### src/rtl/bcd_pkg.sv
// bcd_pkg: shared BCD widths, add-3 threshold and digit types
package bcd_pkg;
  localparam int BCD_NIBBLE_W = 4;
  localparam logic [3:0] ADD3_THRESHOLD = 4'd5;
  typedef logic [BCD_NIBBLE_W-1:0] bcd_digit_t;
  typedef logic [3*BCD_NIBBLE_W-1:0] bcd3_t;
endpackage

### src/rtl/bcd_add3.sv
// bcd_add3: one double-dabble digit correction, adds 3 when the digit is 5 or more
module bcd_add3
  import bcd_pkg::*;
(
  input  bcd_digit_t din,
  output bcd_digit_t dout
);
  assign dout = (din >= ADD3_THRESHOLD) ? din + 4'd3 : din;
endmodule

### src/rtl/bcd_encoder.sv
// bcd_encoder: binary to packed BCD via combinational double-dabble, registered output
module bcd_encoder
  import bcd_pkg::*;
#(
  parameter int BIN_W      = 8,
  parameter int BCD_DIGITS = 3
) (
  input  logic                               clk,
  input  logic                               rst_n,
  input  logic [BIN_W-1:0]                   BinaryIn,
  output logic [BCD_DIGITS*BCD_NIBBLE_W-1:0] BCDOut
);
  localparam int W = BCD_DIGITS * BCD_NIBBLE_W;
  logic [BIN_W:0][W-1:0]   st;
  logic [BIN_W-1:0][W-1:0] adj;
  logic [BIN_W-1:0]        unused_msb;
  assign st[0] = '0;
  for (genvar s = 0; s < BIN_W; s++) begin : g_stage
    for (genvar d = 0; d < BCD_DIGITS; d++) begin : g_digit
      bcd_add3 u_add3 (
        .din (st[s][d*BCD_NIBBLE_W +: BCD_NIBBLE_W]),
        .dout(adj[s][d*BCD_NIBBLE_W +: BCD_NIBBLE_W])
      );
    end
    // the top digit's MSB shifts out and is provably zero for in-range inputs
    assign st[s+1]       = {adj[s][W-2:0], BinaryIn[BIN_W-1-s]};
    assign unused_msb[s] = adj[s][W-1];
  end
  always_ff @(posedge clk or negedge rst_n)
    if (!rst_n) BCDOut <= '0;
    else        BCDOut <= st[BIN_W];
endmodule

### config.mk
export PLATFORM = sky130hd
export DESIGN_NAME = bcd_encoder
export DESIGN_NICKNAME = d
export VERILOG_FILES = /design/src/rtl/bcd_pkg.sv /design/src/rtl/bcd_add3.sv /design/src/rtl/bcd_encoder.sv
export SDC_FILE = /design/constraint.sdc
export NUM_CORES = 1
export LEC_CHECK = 0
export BUFFER_PORTS_ARGS = -buffer_cell sky130_fd_sc_hd__buf_2
export CORE_AREA = 5 5 57 59
export CTS_CLUSTER_SIZE = 40
export DETAILED_ROUTE_END_ITERATION = 8
export DIE_AREA = 0 0 62 64
export GPL_ROUTABILITY_DRIVEN = 0
export PLACE_DENSITY_LB_ADDON = 0.12
export SYNTH_ARGS = -nofsm -noshare
export SYNTH_HDL_FRONTEND = slang
export SYNTH_SLANG_ARGS = --single-unit
### constraint.sdc
create_clock -name clk -period 0.8 [get_ports clk]
set_input_delay 0.16 -clock clk [delete_from_list [all_inputs] [get_ports clk]]
set_output_delay 0.16 -clock clk [all_outputs]
set_load 0.05 [all_outputs]
==> results of run 1 <==
-- synth_stat cells (all sizes together), types with 2 or more instances --
cell	count
nand2b	4
a31oi	2
ha	9
nand4b	2
nor3	8
a21o	4
o21ai	11
a21boi	2
nor2b	2
xnor2	4
nor4	3
mux2	2
nand2	7
inv	14
nand3	3
mux2i	2
a2bb2oi	2
a21oi	10
dfrtp	10
and2	3
nand4	2
o22ai	3
o32ai	3
a32oi	2
nor2	16
buf	5
and4	2
-- through the flow --
| stage | TNS [ps] | setup slack [ps] | utilization, % |
|---|---|---|---|
| after global placement | -23100 | -2816 | 71.76 |
| after floorplan | -23130 | -2936 | - |
| after global routing | -24880 | -2789 | 87.92 |
| after detailed placement | -24110 | -2945 | 71.76 |
| after CTS | -22090 | -2622 | 81.81 |
| final | -23680 | -2674 | 87.92 |
-- worst paths after layout --
check	slack (ps)	endpoint	cells past startpoint	startpoint
min	170	BCDOut[2]	2	BinaryIn[1]
min in group asynchronous	270	BCDOut[5]	2	rst_n
max in group asynchronous	310	BCDOut[9]	2	rst_n
max	-2670	BCDOut[8]	24	BinaryIn[6]
-- routing by layer --
| layer | routed length (um) | track usage (%) |
|---|---|---|
| met5 | 0 | 0 |
| met4 | 274 | 10.34 |
| met3 | 225 | 1.811 |
| met2 | 2548 | 41.32 |
| met1 | 1924 | 24.43 |
-- cells in the final DEF, fill, tap and decap left out, types with 3 or more instances in the layout --
cell type / n
buf_2: 7
a21oi_2: 3
dfrtp_1: 10
ha_4: 5
o21ai_0: 4
inv_2: 3
buf_6: 15
nor2_1: 12
clkbuf_4: 3
and2_1: 3
buf_4: 65
inv_1: 10
nor3_1: 5
nor2_2: 3
nor4_2: 3
o21ai_2: 6
nand3_1: 3
a21oi_1: 7
nand2_1: 5
-- power by group --
part           switching [uW]  total (uW)  internal, uW
Combinational            2250        4090          1840
Clock                     200         478           277
Sequential               89.2         773           684
-- what timing repair did --
| item | CTS | global route |
|---|---|---|
| pin swaps | 14 | 17 |
| buffers inserted | 5 | 9 |
| setup endpoints to repair | 19 | 19 |
| hold buffers | 1 | 1 |
| hold endpoints to repair | 10 | 1 |
| gates resized for setup | 50 | 19 |
-- cell type report --
| cell class | instances | area, sq um |
|---|---|---|
| clock buffer | 4 | 36.28 |
| sequential | 10 | 250.2 |
| fill | 131 | 321.6 |
| tap | 31 | 38.79 |
| timing repair buffer | 90 | 726.9 |
| inverter | 14 | 57.56 |
| multi-input combinational | 129 | 1231 |
-- kinds of logic after synthesis --
logic type                 after synthesis
AOI/OAI and AO/OA                       57
xor gates and xnor gates                 4
adders and majority gates                9
buffers and inverters                   20
DFF                                     10
muxes                                    4
other                                    1
and+or+nand+nor                         53
-- worst max-delay path, stage by stage --
cell and delay (ps):
buf_8 80, inv_6 30, ha_4 150, o21ai_2 120, xnor2_1 150, inv_1 100
ha_2 190, nand2b_4 150, a32oi_4 260, xnor2_2 150, inv_2 90, ha_4 170
nand2b_4 70, nand2_2 40, mux2_4 310, ha_4 170, inv_2 60, ha_4 160
nor2_1 80, o22a_2 210, nand3_1 100, nor3_1 70, a311o_1 300, nor4_2 250
==> flow_summary.yaml, run 1 <==
cells_and_area:
  largest_register: "BCDOut"
  finish.instance_area_sq_um: 2341
  final_nets: 267
  reg_top3: "BCDOut: 10 flops"
  layout-drive-gt1-share_pct: 60.32
  largest_reg_flops: 10
  syn_to_final_growth_pct: 85.43
  num_antenna_cells: 0
  finalNonFillerCells: 278
cts:
  cts.clk_slew.worst_paths_ps: 80
  cts.path.max_buffers: 2
  cts_root_buf: "clkbuf_4"
  cts_sinks: 10
  cts_tree: "yes"
  cts_buffers: 3
  cts-htree-levels: 1
power_and_ir_drop:
  p_leak_uw: 0.001059
  power_density_nw_per_um2: 2282
  p_total_uw: 5343
  peakVddDrop_mv: 3.269
worst_setup_path:
  worstPathArrival_ps: 3640
  critPathCaptureType: "register"
  path_max_fanout: 5
  crit_type: "input port to register"
  required_ps: 970
  cp-start-kind: "input port"
sta:
  min_period_ps: 3474
  hold_ws_ps: 174.3
  drv_slew: 0
  final-setup-viol-count: 19
  fin_crit_sh_pct: 434.3
  hold_viol_final: 0
  max_freq_ghz: 0.2878
  setup_slack_ps: -2674
  grt_setup_unrepaired: "true"
run_status:
  violations: "negative setup slack"
  status: "complete, but fails checks"
synth:
  avgSynthCellArea_sq_um: 7.990
  synth_compound_area_share_pct: 34.39
  synthFlopType: "dfrtp_1"
  synth_edf_count: 0
  synthMuxAreaShare_pct: 3.964
  yosys.area_share.adder_pct: 8.920
  netlist_area_sq_um: 1262
  synthCells: 158
  synth_top_family_by_area: "compound AO/OA/AOI/OAI gates"
  synth.ff_latch_count: 10
  yosys_warnings: 0
  synth_top_area_cell: "dfrtp_1"
  yosysSeqAreaShare_pct: 19.82
  synthXorXnorAreaFrac_pct: 3.370
  synth_top_area_share_pct: 19.82
  synth.distinct_cells: 58
  synthSimpleGateAreaFrac_pct: 21.90
  async_flop_share_pct: 100.0
  synth_area_leaders: "dfrtp_1 20%, ha_1 8.9%, nor2_1 4.8%"
floorplan:
  core_sq_um: 2663
  die_x_um: 62
  die_height_um: 64
  initial_core_util_pct: 47.42
  dieArea_sq_um: 3968
  fp-row-count: 19
  pin_count: 22
placed_design:
  placed_cells: 258
  portBuffers: 19
  place_area_sq_um: 1911
  dp_hpwl_um: 2934
global_routing:
  gr-total-overflow: 0
  grt_max_degree: 13
  grt_antenna_before_repair: 0
  grt_pass1_vias: 1703
  grt_usage_pct: 22.38
  grt_pass1_wl_um: 7086
run:
  drv_cap: 0
drt:
  drc: 0
  drt_iter0_drc: 117
  ant_nets: 0
  routedWlPerCell_um: 17.89
  vias_per_cell: 5.978
  first_pass_iters: 4
  dr_total_vias: 1662
  route.final.wire_length_um: 4973
worst_hold_path:
  hold_class: "input port to register"
Note: power is estimated with default switching activity, not from simulation.
==> run 2, diff against run 1 <==
- clock period: 0.8 -> 4 ns (I/O delays scaled with it)
==> run 2 against run 1 <==
  * The run still ends with negative setup slack left
  * Die area unchanged
  * Non-clock buffer count fell by 34
  * Sequential share of layout area is 2.9 points higher
==> flow_summary.yaml, run 2 (synthesis results as in run 1) <==
run_status:
  status: "complete, but fails checks"
  violations: "negative setup slack"
cells_and_area:
  layout_common_cells: "37 x buf_4, 17 x buf_2, 14 x nor2_1"
  reg_top3: "BCDOut: 10 flops"
  syn_to_final_growth_pct: 46.09
  final_common_cell: "buf_4"
  multi_input_area_sq_um: 1072
  regArea_sq_um: 250.2
  largest_reg_flops: 10
  largest_register: "BCDOut"
  num_antenna_cells: 0
  nFillCells: 216
  layout-drive-gt1-share_pct: 44.13
  final_nets: 233
cts:
  cts_tree: "yes"
  cts.path.max_buffers: 2
  cts_buffers: 3
  cts_sinks: 10
  cts_root_buf: "clkbuf_4"
  cts.clk_slew.worst_paths_ps: 70
  cts-htree-levels: 1
drt:
  routedWlPerCell_um: 13.13
  route.final.wire_length_um: 3203
  dr_total_vias: 1451
  ant_nets: 0
  drc: 0
  vias_per_cell: 5.947
  first_pass_iters: 4
  drt_iter0_drc: 68
floorplan:
  core_sq_um: 2663
  pin_count: 22
  die_x_um: 62
  dieArea_sq_um: 3968
  die_height_um: 64
  initial_core_util_pct: 47.42
  fp-row-count: 19
worst_setup_path:
  crit_slowest_cell: "a311o_1"
  required_ps: 4170
  worstPathArrival_ps: 4250
  critPathCaptureType: "register"
  path_max_fanout: 5
  slowest_delay_ps: 350
  crit_type: "input port to register"
  cp-start-kind: "input port"
  cp_num_buf_inv: 6
  crit_family: "compound AO/OA/AOI/OAI gates"
  cpMostUsedCell: "ha_4"
run:
  drv_cap: 0
global_routing:
  grt_usage_pct: 16.94
  gr-total-overflow: 0
  grt_antenna_before_repair: 0
  grt_pass1_wl_um: 5368
  grt_pass1_vias: 1322
  grt_max_degree: 13
power_and_ir_drop:
  switching_share_pct: 48.85
  power.switching_uw: 401.4
  internal_power_uw: 420.3
  p_leak_uw: 0.0008386
  p_total_uw: 821.7
  peakVddDrop_mv: 0.4963
  comb_power_share_pct: 71.7
  seq_power_share_pct: 17.4
  clkPwrFrac_pct: 11.0
  power_density_nw_per_um2: 445.5
sta:
  max_freq_ghz: 0.2452
  drv_slew: 0
  setup_slack_ps: -77.67
  grt_setup_unrepaired: "true"
  hold_ws_ps: 365.3
  fin_crit_sh_pct: 101.9
  hold_viol_final: 0
  final-setup-viol-count: 1
  min_period_ps: 4078
placed_design:
  dp_hpwl_um: 2659
  portBuffers: 19
worst_hold_path:
  hold_class: "input port to async pin"
==> run 2: cell types whose count changed in the layout (fill, tap and decap cells not counted), moves of 3 or more <==
cell,previous run,this run
o21ai_0,4,7
buf_4,65,37
nor3_1,5,8
a21oi_2,3,0
buf_6,15,1
a21oi_1,7,10
buf_2,7,17
o21ai_2,6,2
==> run 2: how the worst max path moves through the flow <==
stage,startpoint,to,slack (ps),depth (start not counted)
3_3_place_gp,BinaryIn[6],BCDOut[8],-260,24
4_1_cts,BinaryIn[5],BCDOut[8],-100,23
3_5_place_dp,BinaryIn[6],BCDOut[8],-410,25
5_1_grt,BinaryIn[6],BCDOut[8],-260,25
6_report,BinaryIn[6],BCDOut[8],-80,25
2_1_floorplan,BinaryIn[6],BCDOut[8],-380,25
==> run 2: layer usage <==
metal / up-vias / part of all wire, % / global-route usage (%)
met5: - / 0 / 0
met4: 0 / 1.4 / 5.570
met3: 5 / 6.0 / 1.811
met2: 52 / 51 / 29.53
met1: 691 / 41 / 20.87
li1: 703 / - / -
==> run 2: area by class of cell <==
cell class | instances | area share (%)
timing repair buffer | 56 | 21.10
tap | 31 | 2.103
clock buffer | 4 | 1.967
multi-input combinational | 129 | 58.14
sequential | 10 | 13.57
inverter | 14 | 3.121
==> run 2: power by group through the flow <==
| stage | clock network [uW] | registers (uW) | logic [uW] |
|---|---|---|---|
| after floorplan | 0 | 277 | 281 |
| after global placement | 0 | 145 | 554 |
| after detailed placement | 0 | 145 | 570 |
| after CTS | 92.7 | 143 | 577 |
| after global routing | 97.5 | 147 | 635 |
| final | 90.3 | 143 | 589 |
==> run 2: through the flow <==
step | instance area, sq um | setup slack [ps] | instances | utilization [%] | TNS [ps]
global placement | 1745 | -255.9 | 237 | 65.55 | -763.9
floorplan | 1405 | -375.9 | 159 | - | -869.3
finish | 1844 | -77.67 | 244 | 69.27 | -77.67
detailed placement | 1745 | -409.6 | 237 | 65.55 | -1358
CTS | 1803 | -101.4 | 242 | 67.72 | -101.4
global route | 1844 | -263.1 | 244 | 69.27 | -666.3
==> run 2: what timing repair did <==
| action | CTS | global route |
|---|---|---|
| hold buffers | 0 | 0 |
| gates resized for setup | 5 | 6 |
| endpoints found under the setup margin | 2 | 4 |
| pin swaps | 8 | 10 |
| buffers inserted | 1 | 2 |
